## src/rtl/pipe_scroller_if.sv

```systemverilog
// Signal bundle between the game controller, pipe_scroller and display_module.
// Carries the per-frame control inputs and the three-pipe obstacle field outputs.
interface pipe_scroller_if;
   // frame_tick is a one-clk strobe with no back-pressure; the scroller samples
   // frame_tick, state and level together on the same clk edge.
   logic        frame_tick;
   logic [2:0]  state;
   logic [1:0]  level;
   logic [10:0] pipe_center_0;
   logic [10:0] pipe_center_1;
   logic [10:0] pipe_center_2;
   logic [10:0] pipe_position_0;
   logic [10:0] pipe_position_1;
   logic [10:0] pipe_position_2;
   logic [10:0] pipe_distance_0;
   logic [10:0] pipe_distance_1;
   logic [10:0] pipe_distance_2;
   logic [7:0]  score;
   logic        score_pulse;

   modport master (
      input  frame_tick, state, level,
      output pipe_center_0, pipe_center_1, pipe_center_2,
      output pipe_position_0, pipe_position_1, pipe_position_2,
      output pipe_distance_0, pipe_distance_1, pipe_distance_2,
      output score, score_pulse
   );

   modport slave (
      output frame_tick, state, level,
      input  pipe_center_0, pipe_center_1, pipe_center_2,
      input  pipe_position_0, pipe_position_1, pipe_position_2,
      input  pipe_distance_0, pipe_distance_1, pipe_distance_2,
      input  score, score_pulse
   );
endinterface

```

## src/rtl/pipe_scroller.sv

```systemverilog
// Three-pipe obstacle field: per-frame scroll, LFSR-driven respawn off the right
// edge, level-dependent gap and speed, and a saturating score of pipes cleared.
module pipe_scroller #(
   parameter int         H_ACTIVE     = 640,
   parameter int         PIPE_SPACING = 220,
   parameter int         PIPE_WIDTH   = 52,
   parameter int         BIRD_X       = 200,
   parameter int         CENTER_MIN   = 120,
   parameter int         CENTER_MAX   = 360,
   parameter logic [7:0] LFSR_SEED    = 8'hA5
) (
   input logic            clk,
   input logic            rst_n,
   pipe_scroller_if.master bus
);

   localparam logic [10:0] RESPAWN_ADV = 11'(3 * PIPE_SPACING);
   localparam logic [10:0] WIDTH_W     = 11'(PIPE_WIDTH);
   localparam logic [10:0] BIRD_W      = 11'(BIRD_X);
   localparam logic [10:0] CMIN_W      = 11'(CENTER_MIN);
   localparam logic [10:0] CMAX_W      = 11'(CENTER_MAX);
   localparam logic [10:0] CENTER_RST  = 11'd240;

   function automatic logic [10:0] gap_of(input logic [1:0] lv);
      case (lv)
         2'd0:    gap_of = 11'd100;
         2'd1:    gap_of = 11'd80;
         2'd2:    gap_of = 11'd65;
         default: gap_of = 11'd50;
      endcase
   endfunction

   logic [10:0] pos_q    [3];
   logic [10:0] center_q [3];
   logic [10:0] dist_q   [3];
   logic [7:0]  score_q;
   logic [7:0]  lfsr_q;
   logic        pulse_q;

   logic [10:0] step;
   logic [10:0] gap;
   logic [10:0] c_raw;
   logic [10:0] c_new;
   logic [7:0]  lfsr_next;
   logic [10:0] new_pos [3];
   logic [2:0]  respawn;
   logic [2:0]  hit;

   always_comb begin
      step      = 11'(bus.level) + 11'd1;
      gap       = gap_of(bus.level);
      c_raw     = CMIN_W + {3'd0, lfsr_q};
      // Values past the top fold back down by 128 so the centre stays in range.
      c_new     = (c_raw > CMAX_W) ? (c_raw - 11'd128) : c_raw;
      lfsr_next = lfsr_q[0] ? ((lfsr_q >> 1) ^ 8'hB8) : (lfsr_q >> 1);
      respawn   = '0;
      hit       = '0;
      for (int i = 0; i < 3; i++) begin
         new_pos[i] = pos_q[i] - step;
         respawn[i] = (pos_q[i] < step);
         if (respawn[i]) begin
            new_pos[i] = pos_q[i] + RESPAWN_ADV - step;
         end
         hit[i] = !respawn[i] && ((pos_q[i] + WIDTH_W) >= BIRD_W) &&
                  ((new_pos[i] + WIDTH_W) < BIRD_W);
      end
   end

   always_ff @(posedge clk or negedge rst_n) begin
      if (!rst_n) begin
         for (int i = 0; i < 3; i++) begin
            pos_q[i]    <= 11'(H_ACTIVE + i * PIPE_SPACING);
            center_q[i] <= CENTER_RST;
            dist_q[i]   <= gap_of(2'd0);
         end
         score_q <= 8'd0;
         pulse_q <= 1'b0;
         lfsr_q  <= LFSR_SEED;
      end else begin
         pulse_q <= 1'b0;
         if (bus.state == 3'd0) begin
            for (int i = 0; i < 3; i++) begin
               pos_q[i]    <= 11'(H_ACTIVE + i * PIPE_SPACING);
               center_q[i] <= CENTER_RST;
               dist_q[i]   <= gap;
            end
            score_q <= 8'd0;
            lfsr_q  <= LFSR_SEED;
         end else if (bus.state == 3'd1 && bus.frame_tick) begin
            for (int i = 0; i < 3; i++) begin
               pos_q[i] <= new_pos[i];
               if (respawn[i]) begin
                  center_q[i] <= c_new;
                  dist_q[i]   <= gap;
               end
            end
            lfsr_q <= lfsr_next;
            if (|hit) begin
               pulse_q <= 1'b1;
               if (score_q != 8'hFF) begin
                  score_q <= score_q + 8'd1;
               end
            end
         end
      end
   end

   assign bus.pipe_position_0 = pos_q[0];
   assign bus.pipe_position_1 = pos_q[1];
   assign bus.pipe_position_2 = pos_q[2];
   assign bus.pipe_center_0   = center_q[0];
   assign bus.pipe_center_1   = center_q[1];
   assign bus.pipe_center_2   = center_q[2];
   assign bus.pipe_distance_0 = dist_q[0];
   assign bus.pipe_distance_1 = dist_q[1];
   assign bus.pipe_distance_2 = dist_q[2];
   assign bus.score           = score_q;
   assign bus.score_pulse     = pulse_q;

endmodule

```

## src/flat_wrapper.sv

```systemverilog
// flat-port wrapper written by rule: the top's interface ports become plain ports
module pipe_scroller_flat 
#(
   parameter int         H_ACTIVE     = 640,
   parameter int         PIPE_SPACING = 220,
   parameter int         PIPE_WIDTH   = 52,
   parameter int         BIRD_X       = 200,
   parameter int         CENTER_MIN   = 120,
   parameter int         CENTER_MAX   = 360,
   parameter logic [7:0] LFSR_SEED    = 8'hA5
)
  (clk, rst_n, bus_frame_tick, bus_state, bus_level, bus_pipe_center_0, bus_pipe_center_1, bus_pipe_center_2, bus_pipe_position_0, bus_pipe_position_1, bus_pipe_position_2, bus_pipe_distance_0, bus_pipe_distance_1, bus_pipe_distance_2, bus_score, bus_score_pulse);
  pipe_scroller_if bus_i ();
  input logic clk;
  input logic rst_n;
  input wire logic [$bits(bus_i.frame_tick)-1:0] bus_frame_tick;
  input wire logic [$bits(bus_i.state)-1:0] bus_state;
  input wire logic [$bits(bus_i.level)-1:0] bus_level;
  output wire logic [$bits(bus_i.pipe_center_0)-1:0] bus_pipe_center_0;
  output wire logic [$bits(bus_i.pipe_center_1)-1:0] bus_pipe_center_1;
  output wire logic [$bits(bus_i.pipe_center_2)-1:0] bus_pipe_center_2;
  output wire logic [$bits(bus_i.pipe_position_0)-1:0] bus_pipe_position_0;
  output wire logic [$bits(bus_i.pipe_position_1)-1:0] bus_pipe_position_1;
  output wire logic [$bits(bus_i.pipe_position_2)-1:0] bus_pipe_position_2;
  output wire logic [$bits(bus_i.pipe_distance_0)-1:0] bus_pipe_distance_0;
  output wire logic [$bits(bus_i.pipe_distance_1)-1:0] bus_pipe_distance_1;
  output wire logic [$bits(bus_i.pipe_distance_2)-1:0] bus_pipe_distance_2;
  output wire logic [$bits(bus_i.score)-1:0] bus_score;
  output wire logic [$bits(bus_i.score_pulse)-1:0] bus_score_pulse;
  assign bus_i.frame_tick = bus_frame_tick;
  assign bus_i.state = bus_state;
  assign bus_i.level = bus_level;
  assign bus_pipe_center_0 = bus_i.pipe_center_0;
  assign bus_pipe_center_1 = bus_i.pipe_center_1;
  assign bus_pipe_center_2 = bus_i.pipe_center_2;
  assign bus_pipe_position_0 = bus_i.pipe_position_0;
  assign bus_pipe_position_1 = bus_i.pipe_position_1;
  assign bus_pipe_position_2 = bus_i.pipe_position_2;
  assign bus_pipe_distance_0 = bus_i.pipe_distance_0;
  assign bus_pipe_distance_1 = bus_i.pipe_distance_1;
  assign bus_pipe_distance_2 = bus_i.pipe_distance_2;
  assign bus_score = bus_i.score;
  assign bus_score_pulse = bus_i.score_pulse;
  pipe_scroller #(.H_ACTIVE(H_ACTIVE), .PIPE_SPACING(PIPE_SPACING), .PIPE_WIDTH(PIPE_WIDTH), .BIRD_X(BIRD_X), .CENTER_MIN(CENTER_MIN), .CENTER_MAX(CENTER_MAX), .LFSR_SEED(LFSR_SEED)) u_core (.clk(clk), .rst_n(rst_n), .bus(bus_i));
endmodule
```

## config.mk

```make
export PLATFORM = sky130hd
export DESIGN_NAME = pipe_scroller_flat
export DESIGN_NICKNAME = d
export VERILOG_FILES = /design/src/rtl/pipe_scroller_if.sv /design/src/rtl/pipe_scroller.sv /design/src/flat_wrapper.sv
export SDC_FILE = /design/constraint.sdc
export NUM_CORES = 1
export LEC_CHECK = 0
export ABC_AREA = 1
export CORE_ASPECT_RATIO = 1.1
export CORE_MARGIN = 3
export CORE_UTILIZATION = 30
export DETAILED_ROUTE_END_ITERATION = 16
export GPL_ROUTABILITY_DRIVEN = 0
export PLACE_DENSITY_LB_ADDON = 0.2
export SYNTH_ARGS = -nofsm -noshare
export SYNTH_HDL_FRONTEND = slang
export SYNTH_SLANG_ARGS = --single-unit
export TNS_END_PERCENT = 20
```

## constraint.sdc

```tcl
create_clock -name clk -period 6.9 [get_ports clk]
set_clock_uncertainty 0.05 [all_clocks]
set_input_delay 0.69 -clock clk [delete_from_list [all_inputs] [get_ports clk]]
set_output_delay 0.69 -clock clk [all_outputs]
set_load 0.01 [all_outputs]
```

* Yosys cells after proc, flatten, opt, wreduce, memory -nomap -nowiden
Index checks and enable logic that the tools add are counted.
** Word-level totals
- Register bits :: 116
- Input port bits :: 8
- Output and inout port bits :: 108
- Word-level logic and storage cells :: 96
** Operators by class
- Add/sub/neg operators :: 19
- Order comparisons :: 10
- Eq/ne operators :: 4
- Mux-type cells :: 27
- Bitwise gates (word level) :: 1
- Reductions and logical operators :: 23
** Operators with widths (number)
- 33-bit two-way mux :: 6
- 11-bit two-way mux :: 10
- 11-bit by 6-bit adder with 11-bit output, second input constant :: 6
- 11-bit subtractor :: 6
- 8-bit two-way mux :: 7
- 11-bit by 10-bit adder with 11-bit output, second input constant :: 3
- 11-bit by 8-bit >= comparator with 1-bit output, second input constant :: 3
- 11-bit less-than comparator :: 3
- 11-bit by 8-bit less-than comparator with 1-bit output, second input constant :: 3
- 7-bit one-hot mux with 3 select lines :: 1
- 2-bit nonzero test :: 6
- 11-bit by 9-bit greater-than comparator with 1-bit output, second input constant :: 1
- 11-bit by 8-bit subtractor with 11-bit output, second input constant :: 1
- 7-bit by 8-bit adder with 9-bit output, first input constant :: 1
- 8-bit by 1-bit adder with 8-bit output, second input constant :: 1
- 8-bit != test, second input constant :: 1
- 1-bit logical AND :: 7
- 2-bit AND reduction :: 3
- 3-bit inverter with 4-bit output :: 1
- 2-bit by 1-bit adder with 3-bit output, second input constant :: 1
- 3-bit by 1-bit == test with 1-bit output, second input constant :: 1
- 1-bit zero test :: 3
- 3-bit zero test :: 1
- 1-bit two-way mux :: 3
- other kinds (5) :: 5

* Longest topological paths before layout
Gate-level depths: netlist of run 1.
- Depth in word-level cells :: 10
- Gate-level depth with buffers :: 29
- Gate-level depth less buffers :: 28

* Worst setup path before layout of run 1
No wires, ideal clock.
- Path type :: in2reg
- From :: in bus_level[0]
- To :: reg u_core.score_q[0], in the netlist u_core.bus.score[0]
- Library setup time :: 0.119 ns
- Data arrival time :: 3.503 ns
- Required time :: 6.731 ns
- Path slack :: 3.227 ns
- Stages :: 24
- Path buffers :: 1
- Cell sequence :: inv_1 ha_1 buf_6 inv_6 nand2_1 nand2_1 ha_1 fa_1 xor2_1 nand2_1 nand2_1 ha_1 a21oi_1 nand2_1 nand2_1 nand2_1 nand2_1 nand2_1 nor2_1 nand3_1 nand3_2 nand3_4 nand3_1 nand2_1
** On the way
- Cells in the longest elaborated chain, start to end :: 9
- Elaborated cells on any way between the ends :: 31
- Classes of those cells :: add/sub (10); order compare (6); mux (3); reduce/logical (12)
** Ends and longest elaborated chain
- start: declaration :: RTL line flat_wrapper.sv:18 : input wire logic [$bits(bus_i.level)-1:0] bus_level;
- 2-bit by 1-bit adder with 3-bit output * :: RTL line pipe_scroller.sv:50 : step = 11'(bus.level) + 11'd1;
- 11-bit subtractor, or another cell as far along :: RTL line pipe_scroller.sv:59 : new_pos[i] = pos_q[i] - step;
- 11-bit two-way mux :: RTL line pipe_scroller.sv:61 : if (respawn[i]) begin
- 11-bit by 6-bit adder with 11-bit output :: RTL line pipe_scroller.sv:65 : ((new_pos[i] + WIDTH_W) < BIRD_W);
- 11-bit by 8-bit less-than comparator with 1-bit output :: RTL line pipe_scroller.sv:65
- 1-bit logical AND :: RTL line pipe_scroller.sv:64 : hit[i] = !respawn[i] && ((pos_q[i] + WIDTH_W) >= BIRD_W) &&
- 3-bit OR reduction * :: RTL line pipe_scroller.sv:98 : if (|hit) begin
- 2-bit nonzero test (no source line) *
- 3-bit AND reduction (no source line) *
- end signal: assignment :: RTL line pipe_scroller.sv:101 : score_q <= score_q + 8'd1;
- end: declaration :: RTL line pipe_scroller.sv:36 : logic [7:0] score_q;
Every way passes the cells marked *; elsewhere a longest branch is shown, timed or not.
A chain may end at the register's enable or synchronous reset.

* Worst setup path in the final report of run 1
- From :: in bus_level[0]
- To :: reg u_core.score_q[1], in the netlist u_core.bus.score[1]
Same word-level chain as after synthesis.

==> results of run 1 <==
[synth_stat cells, drive strengths merged, types with 5 or more instances]
master | n | area share, %
dfstp | 37 | 12
xor2 | 32 | 3.4
a22oi | 9 | 0.81
a21oi | 22 | 1.4
clkbuf | 18 | 0.81
ha | 81 | 12
nand2 | 383 | 19
o22ai | 19 | 1.4
nor2 | 74 | 3.9
buf | 23 | 2.2
o21ai | 66 | 4.0
nor3 | 8 | 0.48
nand3 | 107 | 7.1
fa | 6 | 1.4
nand4 | 26 | 2.0
dfrtp | 61 | 18
a21boi | 5 | 0.72
inv | 151 | 6.9
[area by class of cell]
type / instances / area [um^2]
fillers: 2903 / 17230
clock buffers: 9 / 225.2
clock inverters: 7 / 76.32
repair buffers: 109 / 1066
multi-input cells: 877 / 5071
inverters: 153 / 581.8
flip-flops and latches: 98 / 2499
well taps: 357 / 446.7
[per-stage QoR]
| stage | hold slack, ns | total power [uW] | cells |
|---|---|---|---|
| 6_report | 0.1986 | 2498 | 1610 |
| 3_3_place_gp | 0.4082 | 1978 | 1594 |
| 5_1_grt | 0.2133 | 2709 | 1610 |
| 4_1_cts | 0.2154 | 2531 | 1610 |
| 3_5_place_dp | 0.4089 | 1978 | 1594 |
| 2_1_floorplan | 0.3444 | 1539 | 1169 |
[state kept, by name, summed over array words and instances, names as in the netlist]
signal / count
u_core.bus.pipe_position_0: 11
u_core.bus.pipe_position_1: 11
u_core.bus.pipe_position_2: 11
u_core.bus.pipe_center_0: 10
u_core.bus.pipe_center_1: 10
u_core.bus.pipe_center_2: 10
u_core.bus.score: 8
u_core.lfsr_q: 8
u_core.bus.pipe_distance_0: 6
u_core.bus.pipe_distance_1: 6
u_core.bus.pipe_distance_2: 6
u_core.bus.score_pulse: 1
[power groups by stage]
| stage | registers (uW) | clock network [uW] | logic [uW] |
|---|---|---|---|
| 2_1_floorplan | 868 | 0 | 672 |
| 3_3_place_gp | 852 | 0 | 1130 |
| 3_5_place_dp | 850 | 0 | 1130 |
| 4_1_cts | 842 | 554 | 1140 |
| 5_1_grt | 857 | 579 | 1270 |
| 6_report | 838 | 536 | 1120 |
[worst reg2reg max path: stages, from the launching register on]
cell and delay (ns):
dfrtp_1 0.45, inv_1 0.12, ha_1 0.26, a21oi_1 0.30
inv_1 0.10, fa_1 0.41, o21ai_0 0.37, nand2_1 0.15
nand2_1 0.09, nand2_1 0.08, nand3_4 0.09, nand2_4 0.07
nor2_4 0.15, nand2_2 0.08, nand2_1 0.06, nand3_1 0.06
nor2_1 0.13, nand3_2 0.10, nand3_2 0.12, nand3_4 0.13
nand3_1 0.10, nand2_1 0.08
[per-layer routing]
metal,vias up,global-route usage [%],part of all wire (%)
met5,-,0,0
met4,0,4.396,2.2
met3,22,2.591,3.3
met2,117,28.57,49
met1,3539,21.68,46
li1,3851,-,-
[logic make-up after synthesis]
logic type	after synthesis
DFF	98
AOI/OAI and AO/OA	131
buffers and inverters	194
xor gates and xnor gates	36
and+or+nand+nor	608
adders and majority gates	87
other	1
[worst max path at each step]
| stage | depth (start not counted) | slack (ns) | from | end |
|---|---|---|---|---|
| 6_report | 24 | 2.29 | bus_level[0] | u_core.bus.score[1]$_DFFE_PN0P_ |
| 5_1_grt | 21 | 1.75 | bus_level[0] | u_core.bus.score[6]$_DFFE_PN0P_ |
| 4_1_cts | 24 | 2.28 | bus_level[0] | u_core.bus.score[1]$_DFFE_PN0P_ |
| 3_5_place_dp | 24 | 1.91 | bus_level[0] | u_core.bus.score[2]$_DFFE_PN0P_ |
| 3_3_place_gp | 24 | 2.01 | bus_level[0] | u_core.bus.score[4]$_DFFE_PN0P_ |
| 2_1_floorplan | 24 | 3.23 | bus_level[0] | u_core.bus.score[0]$_DFFE_PN0P_ |
==> flow_summary.ini, run 1 <==
[placed_design]
place_ws_ns = 1.912
port_buffers = 100
placed_cell_area_um2 = 9664
hpwlAfterDp_um = 18750

[cts]
hold_buffers = 0
cts_root_buf = clkbuf_16
cts_buffers = 9
clock_latency_ns = 0.36
ctsResizeCount = 0
cts-htree-levels = 3
cts_buffer_depth = 2
cts_tree = yes
clk_pin_slew_ns = 0.09
cts_setup_buffers = 0
clock_sinks = 98

[setup_path]
crit_path_max_fanout = 9
crit_chain = clkdlybuf4s50_1 -> inv_1 -> ha_1 -> inv_6 -> nand2_1 -> nand2_1 -> ha_1 -> fa_1 -> xor2_1 -> nand2_1 -> nand2_1 -> ha_1 -> a21oi_1 -> nand2_1 -> nand2_1 -> nand2_1 -> nand2_1 -> nand2_1 -> nor2_1 -> nand3_1 -> nand3_2 -> nand3_4 -> nand3_1 -> nand2_1
regToRegEndpoint = u_core.bus.score[1]$_DFFE_PN0P_
cp_top_family = adder cells
rr_startpoint = u_core.bus.pipe_position_2[0]$_DFFE_PN0P_
crit_top_cell = nand2_1
setup.worst_path.start_class = input pin
rrSetupSlack_ns = 3.24
arrival_ns = 4.80
slowest_stage = ha_1
reg2reg_depth = 21
worstSetupPathType = in2reg
timing.critical_path.buf_inv = 3
max_stage_delay_ns = 0.59
crit_required_ns = 7.10
endpoint_kind = flop

[synth]
yosysWarningCount = 0
ys_seq_area_share_pct = 29.98
synth.distinct_cells = 49
syn_inst = 1155
synthFlopType = dfrtp_1
synth_xor_area_share_pct = 3.783
syn_area_per_cell_um2 = 7.217
async_flop_share_pct = 100.0
synth-compound-area-share_pct = 9.231
synth_edf_count = 0
synthAdderAreaFrac_pct = 13.60
yosys.area_share.simple_pct = 33.35
synth_top_family_by_area = simple AND/OR/NAND/NOR gates
ys_seq_elements = 98
synth.mux.area_fraction_pct = 0
syn-cell-area_um2 = 8335

[finish]
num_antenna_cells = 0
final_common_cell = nand2_1
drive_gt1_share_pct = 10.77
fin_util_pct = 36.65
final_cell_mix = nand2_1 (353), inv_1 (144), clkdlybuf4s50_1 (99)
nNetsFinal = 1343
fin_area_um2 = 9966
syn_to_final_growth_pct = 19.56

[route]
wirelength_um = 24570
via_per_inst = 4.676
num_vias = 7529
dr.pass1.iters = 5
ant_nets = 0
wl_per_cell_um = 15.26
drc = 0
drt_iter0_drc = 469

[timing]
max-slew-margin-rel_pct = 40.73
hold_viol_final = 0
final.setup.tns_ns = 0
drv_slew = 0
rsz0062_at_grt = no
clock.fmax_mhz = 217.0
setup-violations-final = 0
worst_slew_pin_slew_ns = 0.8890
fin_crit_sh_pct = 66.78
fin_crit_ns = 4.608
worst_slack_ns = 2.292

[pwr]
switchingPower_uw = 1040
irDropWorstVdd_mv = 0.1168
power_leakage_uw = 0.004973
power.internal_uw = 1457
power_switching_share_pct = 41.65
power.share.sequential_pct = 33.5
pwr-share-clk_pct = 21.5
pwr-share-comb_pct = 45.0
power_per_cell_area_nw_per_um2 = 250.6

[job]
maxCapViolations = 0

[die]
ios = 116
dieArea_um2 = 29820
die_h_um = 180.8
rows = 63
start_util_pct = 30.65
die_w_um = 164.9
core_area_um2 = 27190

[outcome]
status = completed

[global_route]
grt_pass1_vias = 7398
grt_pass1_wl_um = 39590
grt_overflow_total = 0
grt_max_degree = 70
grt_usage_pct = 16.66
antenna_found_initial = 0

[worst_hold_path]
hp-class = in2async
Note: power is estimated with default switching activity, not from simulation.
==> run 2, diff against run 1 <==
Clock period 6.9 ns to 4.8 ns, I/O delays scaled along.
==> run 2 against run 1 <==
Power rose by 44%. Largest cell class unchanged. Highest routed layer unchanged. Combinational power rose by 44%. Final area rose by 0.43%. Routed wire length fell by 1.2%. Sequential cell count did not move. Count of clock-buffer cells in the layout did not move.
==> flow_summary.ini, run 2 (synthesis gave the netlist of run 1 again) <==
[timing]
worst_slew_pin_slew_ns = 1.062
max-slew-margin-rel_pct = 29.20
final.setup.tns_ns = 0
fin_crit_ns = 4.344
fin_crit_sh_pct = 90.50
setup-violations-final = 0
hold_viol_final = 0
rsz0062_at_grt = no
clock.fmax_mhz = 230.2
drv_slew = 0

[finish]
final_common_cell = nand2_1
syn_to_final_growth_pct = 20.07
num_antenna_cells = 0
drive_gt1_share_pct = 11.13
stdcell_count = 1615
final_cell_mix = nand2_1 (353), inv_1 (144), clkdlybuf4s50_1 (99)
nNetsFinal = 1348

[route]
via_per_inst = 4.700
ant_nets = 0
num_vias = 7590
wl_per_cell_um = 15.02
drt_iter0_drc = 358
wirelength_um = 24260
dr.pass1.iters = 5
drc = 0

[cts]
cts_root_buf = clkbuf_16
ctsResizeCount = 0
cts-htree-levels = 3
cts_setup_buffers = 0
cts_buffer_depth = 2
cts_buffers = 9
cts_tree = yes
hold_buffers = 0
clk_pin_slew_ns = 0.09
clock_sinks = 98
clock_latency_ns = 0.35

[pwr]
pwr-share-clk_pct = 21.6
power_per_cell_area_nw_per_um2 = 358.6
power_leakage_uw = 0.004998
power_switching_share_pct = 41.51
pwr-share-comb_pct = 45.0
switchingPower_uw = 1490
irDropWorstVdd_mv = 0.2102
power.share.sequential_pct = 33.5
power.internal_uw = 2099

[worst_hold_path]
hp-class = in2async

[die]
dieArea_um2 = 29820
ios = 116
die_w_um = 164.9
core_area_um2 = 27190
die_h_um = 180.8
start_util_pct = 30.65
rows = 63

[setup_path]
slowest_stage = ha_1
setup.worst_path.start_class = input pin
cp_top_family = simple AND/OR/NAND/NOR gates
rr_startpoint = u_core.bus.pipe_position_0[2]$_DFFE_PN0P_
crit_path_max_fanout = 8
path_depth = 26
endpoint_kind = flop
timing.critical_path.buf_inv = 5
arrival_ns = 4.54
regToRegEndpoint = u_core.bus.score[7]$_DFFE_PN0P_
rrSetupSlack_ns = 1.05
worstSetupPathType = in2reg
crit_required_ns = 5.00
crit_top_cell = nand2_1
max_stage_delay_ns = 0.55
reg2reg_depth = 20

[global_route]
grt_pass1_wl_um = 39470
grt_max_degree = 62
grt_overflow_total = 0
grt_pass1_vias = 7518
grt_usage_pct = 16.46
antenna_found_initial = 0

[placed_design]
port_buffers = 100
dp_cells = 1599
hpwlAfterDp_um = 18560

[outcome]
status = completed

[job]
maxCapViolations = 0
==> run 2: how the worst max path moves through the flow <==
stage | to | slack [ns] | start
CTS | u_core.bus.score[2]$_DFFE_PN0P_ | 0.45 | bus_level[0]
floorplan | u_core.bus.score[0]$_DFFE_PN0P_ | 1.34 | bus_level[0]
global placement | u_core.bus.score[5]$_DFFE_PN0P_ | 0.14 | bus_level[0]
finish | u_core.bus.score[7]$_DFFE_PN0P_ | 0.46 | bus_level[1]
detailed placement | u_core.bus.score[0]$_DFFE_PN0P_ | 0.08 | bus_level[0]
global route | u_core.bus.score[7]$_DFFE_PN0P_ | 0.15 | bus_level[0]
==> run 2: final cells by class <==
type / count / area, um^2
multi-input cells: 877 / 5071
clock inverters: 7 / 81.33
fillers: 2864 / 17190
repair buffers: 114 / 1104
inverters: 153 / 581.8
clock buffers: 9 / 225.2
flip-flops and latches: 98 / 2499
well taps: 357 / 446.7
==> run 2: per-layer routing <==
layer,up-vias,global-route usage (%),wire [um]
met2,114,28.76,12130
met5,-,0,0
met4,0,4.564,528
li1,3871,-,-
met3,32,2.293,595
met1,3573,21.05,11000
==> run 2: per-stage QoR <==
| stage | total power [uW] | utilization [%] | area [um^2] | hold WS (ns) | worst slack (ns) |
|---|---|---|---|---|---|
| floorplan | 2213 | - | 8388 | 0.1344 | 1.337 |
| global placement | 2836 | 35.68 | 9702 | 0.4115 | 0.1354 |
| detailed placement | 2840 | 35.68 | 9702 | 0.4111 | 0.07518 |
| CTS | 3637 | 36.80 | 10010 | 0.1900 | 0.4546 |
| global route | 3882 | 36.80 | 10010 | 0.2197 | 0.1528 |
| finish | 3589 | 36.80 | 10010 | 0.1443 | 0.4561 |
==> run 2: power groups by stage <==
stage / registers [uW] / logic (uW) / clock network [uW]
2_1_floorplan: 1250 / 966 / 0
3_3_place_gp: 1220 / 1620 / 0
3_5_place_dp: 1220 / 1620 / 0
4_1_cts: 1210 / 1630 / 802
5_1_grt: 1230 / 1820 / 829
6_report: 1200 / 1610 / 774
